===== config.mk =====
export PLATFORM = sky130hd
export DESIGN_NAME = johnson8_monitor
export DESIGN_NICKNAME = d
export VERILOG_FILES = /design/src/rtl/johnson8_monitor.sv
export SDC_FILE = /design/constraint.sdc
export NUM_CORES = 1
export LEC_CHECK = 0
export ABC_AREA = 0
export CORE_UTILIZATION = 45
export DETAILED_ROUTE_END_ITERATION = 16
export GPL_TIMING_DRIVEN = 0
export PLACE_DENSITY = 0.82
export SLEW_MARGIN = 20
export SYNTH_ARGS = -nofsm -noshare
export SYNTH_HDL_FRONTEND = slang
export SYNTH_SLANG_ARGS = --single-unit

===== constraint.sdc =====
create_clock -name CLK -period 2.3 [get_ports CLK]
set_input_delay 0.46 -clock CLK [delete_from_list [all_inputs] [get_ports CLK]]
set_output_delay 0.46 -clock CLK [all_outputs]
set_load 0.02 [all_outputs]

===== src/rtl/johnson8_monitor.sv =====
// johnson8_monitor
// Receive-side health checker for an 8-step Johnson sequencer.
// It registers the ring state and phase strobes, then encodes them to a phase index.
// Each sample is checked against the expected Johnson order.
// It reports lock state, one-cycle fault pulses with a class code, and a saturating fault count.
module johnson8_monitor #(
    parameter int LOCK_COUNT = 4,
    parameter int ERR_W      = 8
) (
    input  logic             CLK,
    input  logic             RESET,
    input  logic [3:0]       DFF4,
    input  logic [7:0]       Decoded8,
    input  logic             HOLD,
    input  logic             ERR_CLR,
    output logic [2:0]       PHASE,
    output logic             PHASE_VALID,
    output logic             LOCKED,
    output logic             ERR,
    output logic [1:0]       ERR_CODE,
    output logic [ERR_W-1:0] ERR_COUNT,
    output logic             WRAP
);

    typedef enum logic {
        ACQUIRE = 1'b0,
        LOCK    = 1'b1
    } state_t;

    localparam logic [1:0] CODE_NONE     = 2'b00;
    localparam logic [1:0] CODE_ILLEGAL  = 2'b01;
    localparam logic [1:0] CODE_MISMATCH = 2'b10;
    localparam logic [1:0] CODE_SKIP     = 2'b11;

    // Stage-1 sample registers; s_valid_q marks that a real post-reset sample is held
    logic             s_valid_q, s_valid_d;
    logic [3:0]       s_dff_q, s_dff_d;
    logic [7:0]       s_dec_q, s_dec_d;
    logic             s_hold_q, s_hold_d;
    logic             s_clr_q, s_clr_d;

    // Checker state and registered outputs
    state_t           state_q, state_d;
    logic [3:0]       good_cnt_q, good_cnt_d;
    logic             prev_legal_q, prev_legal_d;
    logic [2:0]       prev_phase_q, prev_phase_d;
    logic             prev_hold_q, prev_hold_d;
    logic [2:0]       phase_q, phase_d;
    logic             phase_valid_q, phase_valid_d;
    logic             err_q, err_d;
    logic [1:0]       err_code_q, err_code_d;
    logic [ERR_W-1:0] err_count_q, err_count_d;
    logic             wrap_q, wrap_d;

    logic [2:0]       s_phase;
    logic             s_in_map;
    logic             s_legal;
    logic [2:0]       expected_phase;
    logic             good_step;
    logic             fault;
    logic [1:0]       code;

    // Map the registered ring state back to a phase index; 8 of 16 codes are illegal
    always_comb begin
        s_phase  = 3'd0;
        s_in_map = 1'b1;
        case (s_dff_q)
            4'b0000: s_phase = 3'd0;
            4'b0001: s_phase = 3'd1;
            4'b0011: s_phase = 3'd2;
            4'b0111: s_phase = 3'd3;
            4'b1111: s_phase = 3'd4;
            4'b1110: s_phase = 3'd5;
            4'b1100: s_phase = 3'd6;
            4'b1000: s_phase = 3'd7;
            default: s_in_map = 1'b0;
        endcase
    end

    // Classify the held sample, check the transition and compute next state and outputs.
    // ERR_CLR rides along with its sample, so clear-versus-count is settled on one sample.
    always_comb begin
        s_valid_d      = 1'b1;
        s_dff_d        = DFF4;
        s_dec_d        = Decoded8;
        s_hold_d       = HOLD;
        s_clr_d        = ERR_CLR;

        state_d        = state_q;
        good_cnt_d     = good_cnt_q;
        prev_legal_d   = prev_legal_q;
        prev_phase_d   = prev_phase_q;
        prev_hold_d    = prev_hold_q;
        phase_d        = phase_q;
        phase_valid_d  = phase_valid_q;
        err_d          = 1'b0;
        err_code_d     = CODE_NONE;
        err_count_d    = err_count_q;
        wrap_d         = 1'b0;

        expected_phase = prev_phase_q + {2'b00, ~prev_hold_q};
        s_legal        = s_in_map && (s_dec_q == (8'd1 << s_phase));

        if (!s_in_map) begin
            code = CODE_ILLEGAL;
        end else if (!s_legal) begin
            code = CODE_MISMATCH;
        end else if (prev_legal_q && (s_phase != expected_phase)) begin
            code = CODE_SKIP;
        end else begin
            code = CODE_NONE;
        end

        fault     = (code != CODE_NONE);
        good_step = s_legal && prev_legal_q && (s_phase == expected_phase);

        if (s_valid_q) begin
            prev_legal_d = s_legal;
            if (s_legal) begin
                prev_phase_d = s_phase;
                prev_hold_d  = s_hold_q;
            end

            if (fault) begin
                phase_valid_d = 1'b0;
            end else begin
                phase_d       = s_phase;
                phase_valid_d = 1'b1;
            end

            err_d      = fault;
            err_code_d = code;

            case (state_q)
                ACQUIRE: begin
                    if (good_step) begin
                        if (good_cnt_q == 4'(LOCK_COUNT - 1)) begin
                            state_d    = LOCK;
                            good_cnt_d = 4'd0;
                        end else begin
                            good_cnt_d = good_cnt_q + 4'd1;
                        end
                    end else begin
                        good_cnt_d = 4'd0;
                    end
                end
                LOCK: begin
                    if (fault) begin
                        state_d    = ACQUIRE;
                        good_cnt_d = 4'd0;
                        if (!(&err_count_q)) begin
                            err_count_d = err_count_q + 1'b1;
                        end
                    end else if (good_step && (prev_phase_q == 3'd7) &&
                                 (s_phase == 3'd0) && !prev_hold_q) begin
                        wrap_d = 1'b1;
                    end
                end
                default: state_d = ACQUIRE;
            endcase

            if (s_clr_q) begin
                err_count_d = '0;
            end
        end
    end

    // Register the sample stage and all checker state; reset wins over everything
    always_ff @(posedge CLK) begin
        if (RESET) begin
            s_valid_q     <= 1'b0;
            s_dff_q       <= 4'd0;
            s_dec_q       <= 8'd0;
            s_hold_q      <= 1'b0;
            s_clr_q       <= 1'b0;
            state_q       <= ACQUIRE;
            good_cnt_q    <= 4'd0;
            prev_legal_q  <= 1'b0;
            prev_phase_q  <= 3'd0;
            prev_hold_q   <= 1'b0;
            phase_q       <= 3'd0;
            phase_valid_q <= 1'b0;
            err_q         <= 1'b0;
            err_code_q    <= CODE_NONE;
            err_count_q   <= '0;
            wrap_q        <= 1'b0;
        end else begin
            s_valid_q     <= s_valid_d;
            s_dff_q       <= s_dff_d;
            s_dec_q       <= s_dec_d;
            s_hold_q      <= s_hold_d;
            s_clr_q       <= s_clr_d;
            state_q       <= state_d;
            good_cnt_q    <= good_cnt_d;
            prev_legal_q  <= prev_legal_d;
            prev_phase_q  <= prev_phase_d;
            prev_hold_q   <= prev_hold_d;
            phase_q       <= phase_d;
            phase_valid_q <= phase_valid_d;
            err_q         <= err_d;
            err_code_q    <= err_code_d;
            err_count_q   <= err_count_d;
            wrap_q        <= wrap_d;
        end
    end

    assign PHASE       = phase_q;
    assign PHASE_VALID = phase_valid_q;
    assign LOCKED      = (state_q == LOCK);
    assign ERR         = err_q;
    assign ERR_CODE    = err_code_q;
    assign ERR_COUNT   = err_count_q;
    assign WRAP        = wrap_q;

endmodule

==> results of run 1 <==
==> metrics by stage <==
step	area, um2	setup TNS, ns
floorplan	2180	-0.0393
finish	2940	-0.479
global placement	2560	-1.68
detailed placement	2560	-2.22
CTS	2790	-0.289
global route	2940	-1.97
==> how the worst max path moves through the flow <==
stage                         end  cells after the start   startpoint  slack (ns)
detailed placement  good_cnt_q[2]                      9  prev_hold_q       -0.18
global route        good_cnt_q[0]                     10  prev_hold_q       -0.19
CTS                 good_cnt_q[0]                     10  prev_hold_q       -0.14
global placement    good_cnt_q[2]                      9  prev_hold_q       -0.18
finish              good_cnt_q[0]                     10  prev_hold_q       -0.12
floorplan           good_cnt_q[0]                     10  prev_hold_q       -0.04
==> layout make-up <==
class / count / area (um2) / area share [%]
Multi-Input combinational cell: 189 / 1400 / 47.6
Timing Repair Buffer: 44 / 422 / 14.3
Clock buffer: 5 / 68.8 / 2.34
Sequential cell: 41 / 825 / 28.0
Clock inverter: 3 / 46.3 / 1.57
Buffer: 12 / 97.6 / 3.31
Tap cell: 52 / 65.1 / 2.21
Inverter: 5 / 18.8 / 0.637
==> kinds of logic (layout without fill, tap and decap cells) <==
family / after synthesis / in the layout
AOI/OAI and AO/OA: 60 / 61
DFF: 41 / 41
buffers and inverters: 17 / 69
xor gates and xnor gates: 3 / 3
adders and majority gates: 4 / 4
muxes: 7 / 7
and+or+nand+nor: 114 / 114
==> power by group through the flow <==
| stage | registers [mW] | clock network, mW | logic (mW) |
|---|---|---|---|
| after global routing | 0.748 | 0.644 | 0.250 |
| after CTS | 0.745 | 0.612 | 0.211 |
| after detailed placement | 0.760 | 0 | 0.194 |
| after floorplan | 0.760 | 0 | 0.129 |
| after global placement | 0.759 | 0 | 0.191 |
| final | 0.745 | 0.595 | 0.233 |
==> metal layers <==
| layer | global-route usage [%] | wire length (um) | vias up |
|---|---|---|---|
| met5 | 0 | 0 | - |
| met4 | 10.7 | 96 | 0 |
| met3 | 4.22 | 238 | 10 |
| met2 | 33.4 | 2460 | 48 |
| li1 | - | - | 1004 |
| met1 | 27.7 | 2420 | 947 |
==> repair_timing <==
action / in CTS / in global routing
cloned: 1 / 1
setup endpoints to repair: 18 / 23
gates resized for setup: 14 / 24
buffers inserted: 4 / 7
pin swaps: 10 / 13
==> state kept, by name, summed over array words and instances, names as in the netlist, 2 cells and up <==
name	cells
ERR_COUNT	8
s_dec_q	8
good_cnt_q	4
s_dff_q	4
PHASE	3
prev_phase_q	3
ERR_CODE	2
==> worst register-to-register path: cells and delay by family, from the launching register on <==
family / cells / cell delay [ns]
compound gates: 3 / 0.55
simple gates: 3 / 0.83
mux: 1 / 0.14
fa+ha+maj: 2 / 0.47
flops: 1 / 0.34
buf+inv: 1 / 0.05
==> placed cells by master (no fill, tap or decap), drive strengths merged, types with 5 or more instances in the layout <==
cell           netlist  final
dfxtp               41     41
clkdlybuf4s50        0     32
nor2                23     23
buf                  9     21
nand2               19     19
nor2b               18     18
a21oi               15     15
o21ai               15     15
nand2b               9      9
clkbuf               3      8
nand3                7      7
nor3                 7      7
or3                  6      6
mux2i                6      6
nand4                6      6
inv                  5      5
==> run metrics, run 1 <==
Post-synth EDFFs 0; clock net sink count 41; ordered cell list for the critical path inv_2, ha_4, ha_4, nand3b_1, o2bb2a_4, o311a_4, or4b_4, nor3_4, o2111a_1, mux2_2; endpoint of the lowest-slack register-to-register path good_cnt_q[0]; launching element type of the critical path flop; status finished with violations; simple-gate portion of the synthesized area 29.8%; post-synth top area share 38.0%; transition at the pin with the smallest max-transition slack 0.525 ns; commonest cells in the synthesized netlist dfxtp_1, nor2_1, nand2_1; Root Driver clkbuf_8; signed area change from the synthesized netlist to the final layout 36.3%; synthesized instance count 246; total power per unit cell area 535 nW/um2; number of antenna violations at the first check in global routing 0; number of rows created at floorplan 24; Async SR Flop Fraction 0%; weighted congestion at the end of routability-driven global placement 0.881; post-placement cell count 330; Mapped Area 2160 um2; per-instance average area after synthesis 8.78 um2; core area 4470 um2; warnings from Yosys 0; cell internal pwr 1.17 mW; share of layout cells above drive strength 1 22.4%; peak ir drop on the vdd network 0.351 mV; sink of the worst hold path PHASE_VALID; source of the worst register-to-register timing path prev_hold_q; share of total power in sequential cells 47.4%; number of buffers created by CTS 5; non-filler cells in the finished layout 351; CTS Hold Buffers Added 0; post-route core utilization 65.8%; I/O pin count 33; area of the die 5080 um2; sequential-to-total area share from yosys stat 38.0%; Worst-Skew Late Latency 0.31 ns; main area contributors after synthesis dfxtp_1, nor2b_1, nor2_1; time the worst path needs with I/O delays and setup 2.42 ns; Starting DRT DRC Count 146; Worst Reg-to-Reg Cells 10; reported net switching power 407 uW; deepest level of the CTS H-tree 2; routed via count 2009; total buffers and inverters traversed by the critical path 1; final routed wire length divided by cell count 14.9 um; area share of xor/xnor cells in the synthesized design 1.22%; setup slack of the worst register-to-register path -0.12 ns; Place WS -0.183 ns; number of input and output port buffers inserted 32; pin count of the biggest net entering global routing 15; post-route worst setup slack -0.116 ns; violations in the final reports design-rule violations, negative setup slack; Most Frequent Cell on Critical Path ha_4; final count of negative-setup-slack endpoints 8; adder-cell share of the synthesized area 2.32%; number of inserted filler cells in the final layout 364; power after layout 1.57 mW; post-CTS clock slew at the launch and capture registers of the worst setup and hold paths 0.08 ns; Crit path required time 2.55 ns; Worst path top cell family by delay simple AND/OR/NAND/NOR gates; x dimension of the die 71.3 um; worst endpoint data arrival time 2.67 ns; Logic pwr share 14.8%; DRC violation count after routing 2; dpl hpwl 3370 um; y dimension of the die 71.3 um; tightest hold margin 0.479 ns; setup repair after global routing missed its margin true; final antenna diode count 0; wire length of the first global-routing pass 8360 um; max-cap violation count 0; final worst clock skew 0.0108 ns; detailed-router iteration count before antenna repair 10; compound-gate portion of the synthesized area 20.3%; number of nets in the final layout 318; kind of path behind the tightest hold check reg2reg; maximum clock rate 414 MHz; fraction of power consumed by the clock network 37.8%; largest area contributor in the synthesized netlist dfxtp_1; multiplexer share of the synthesized area 3.30%; Congestion Overflow GR 0; most numerous cell in the Yosys netlist dfxtp_1; dominant synthesized flop cell dfxtp_1; fin. max-slew vios 0; number of buffers on the longest clock path 2; leakage power 1.06 nW; relative max-transition margin 65.0%; number of failing hold endpoints at the final stage 0; wire length after detailed routing 5220 um; number of cells on the worst hold path 2; GR Util All Layers 21.2%; number of distinct library cells after synthesis 58; library cell contributing the largest single delay on the critical path or4b_4; final period utilization 105%; HP Start PHASE_VALID; Worst Path Class, Setup reg2reg; peak fanout along the critical path 5; via count of the first global-routing pass 1853; Synth Register Bits 41; net count after synthesis 266; sw frac 25.9%; category of the worst setup path capture point flop; routed vias/inst 5.72; maximum single-stage delay on the critical path 0.57 ns; combinational family with the most area after synthesis simple AND/OR/NAND/NOR gates; residual antenna-violating net count after detailed routing 0; CTS tree done; effective utilization at floorplan 48.3%
Note: power is estimated with default switching activity, not from simulation.
==> run 2, diff against run 1 <==
--- a/config.mk
+++ b/config.mk
@@ -9,6 +9,7 @@
 export CORE_UTILIZATION = 45
 export DETAILED_ROUTE_END_ITERATION = 16
 export GPL_TIMING_DRIVEN = 0
+export HOLD_SLACK_MARGIN = 0.03
 export PLACE_DENSITY = 0.82
 export SLEW_MARGIN = 20
 export SYNTH_ARGS = -nofsm -noshare
==> results of run 2 <==
Same layout as run 1: the final DEF is identical, and so are final timing and power.
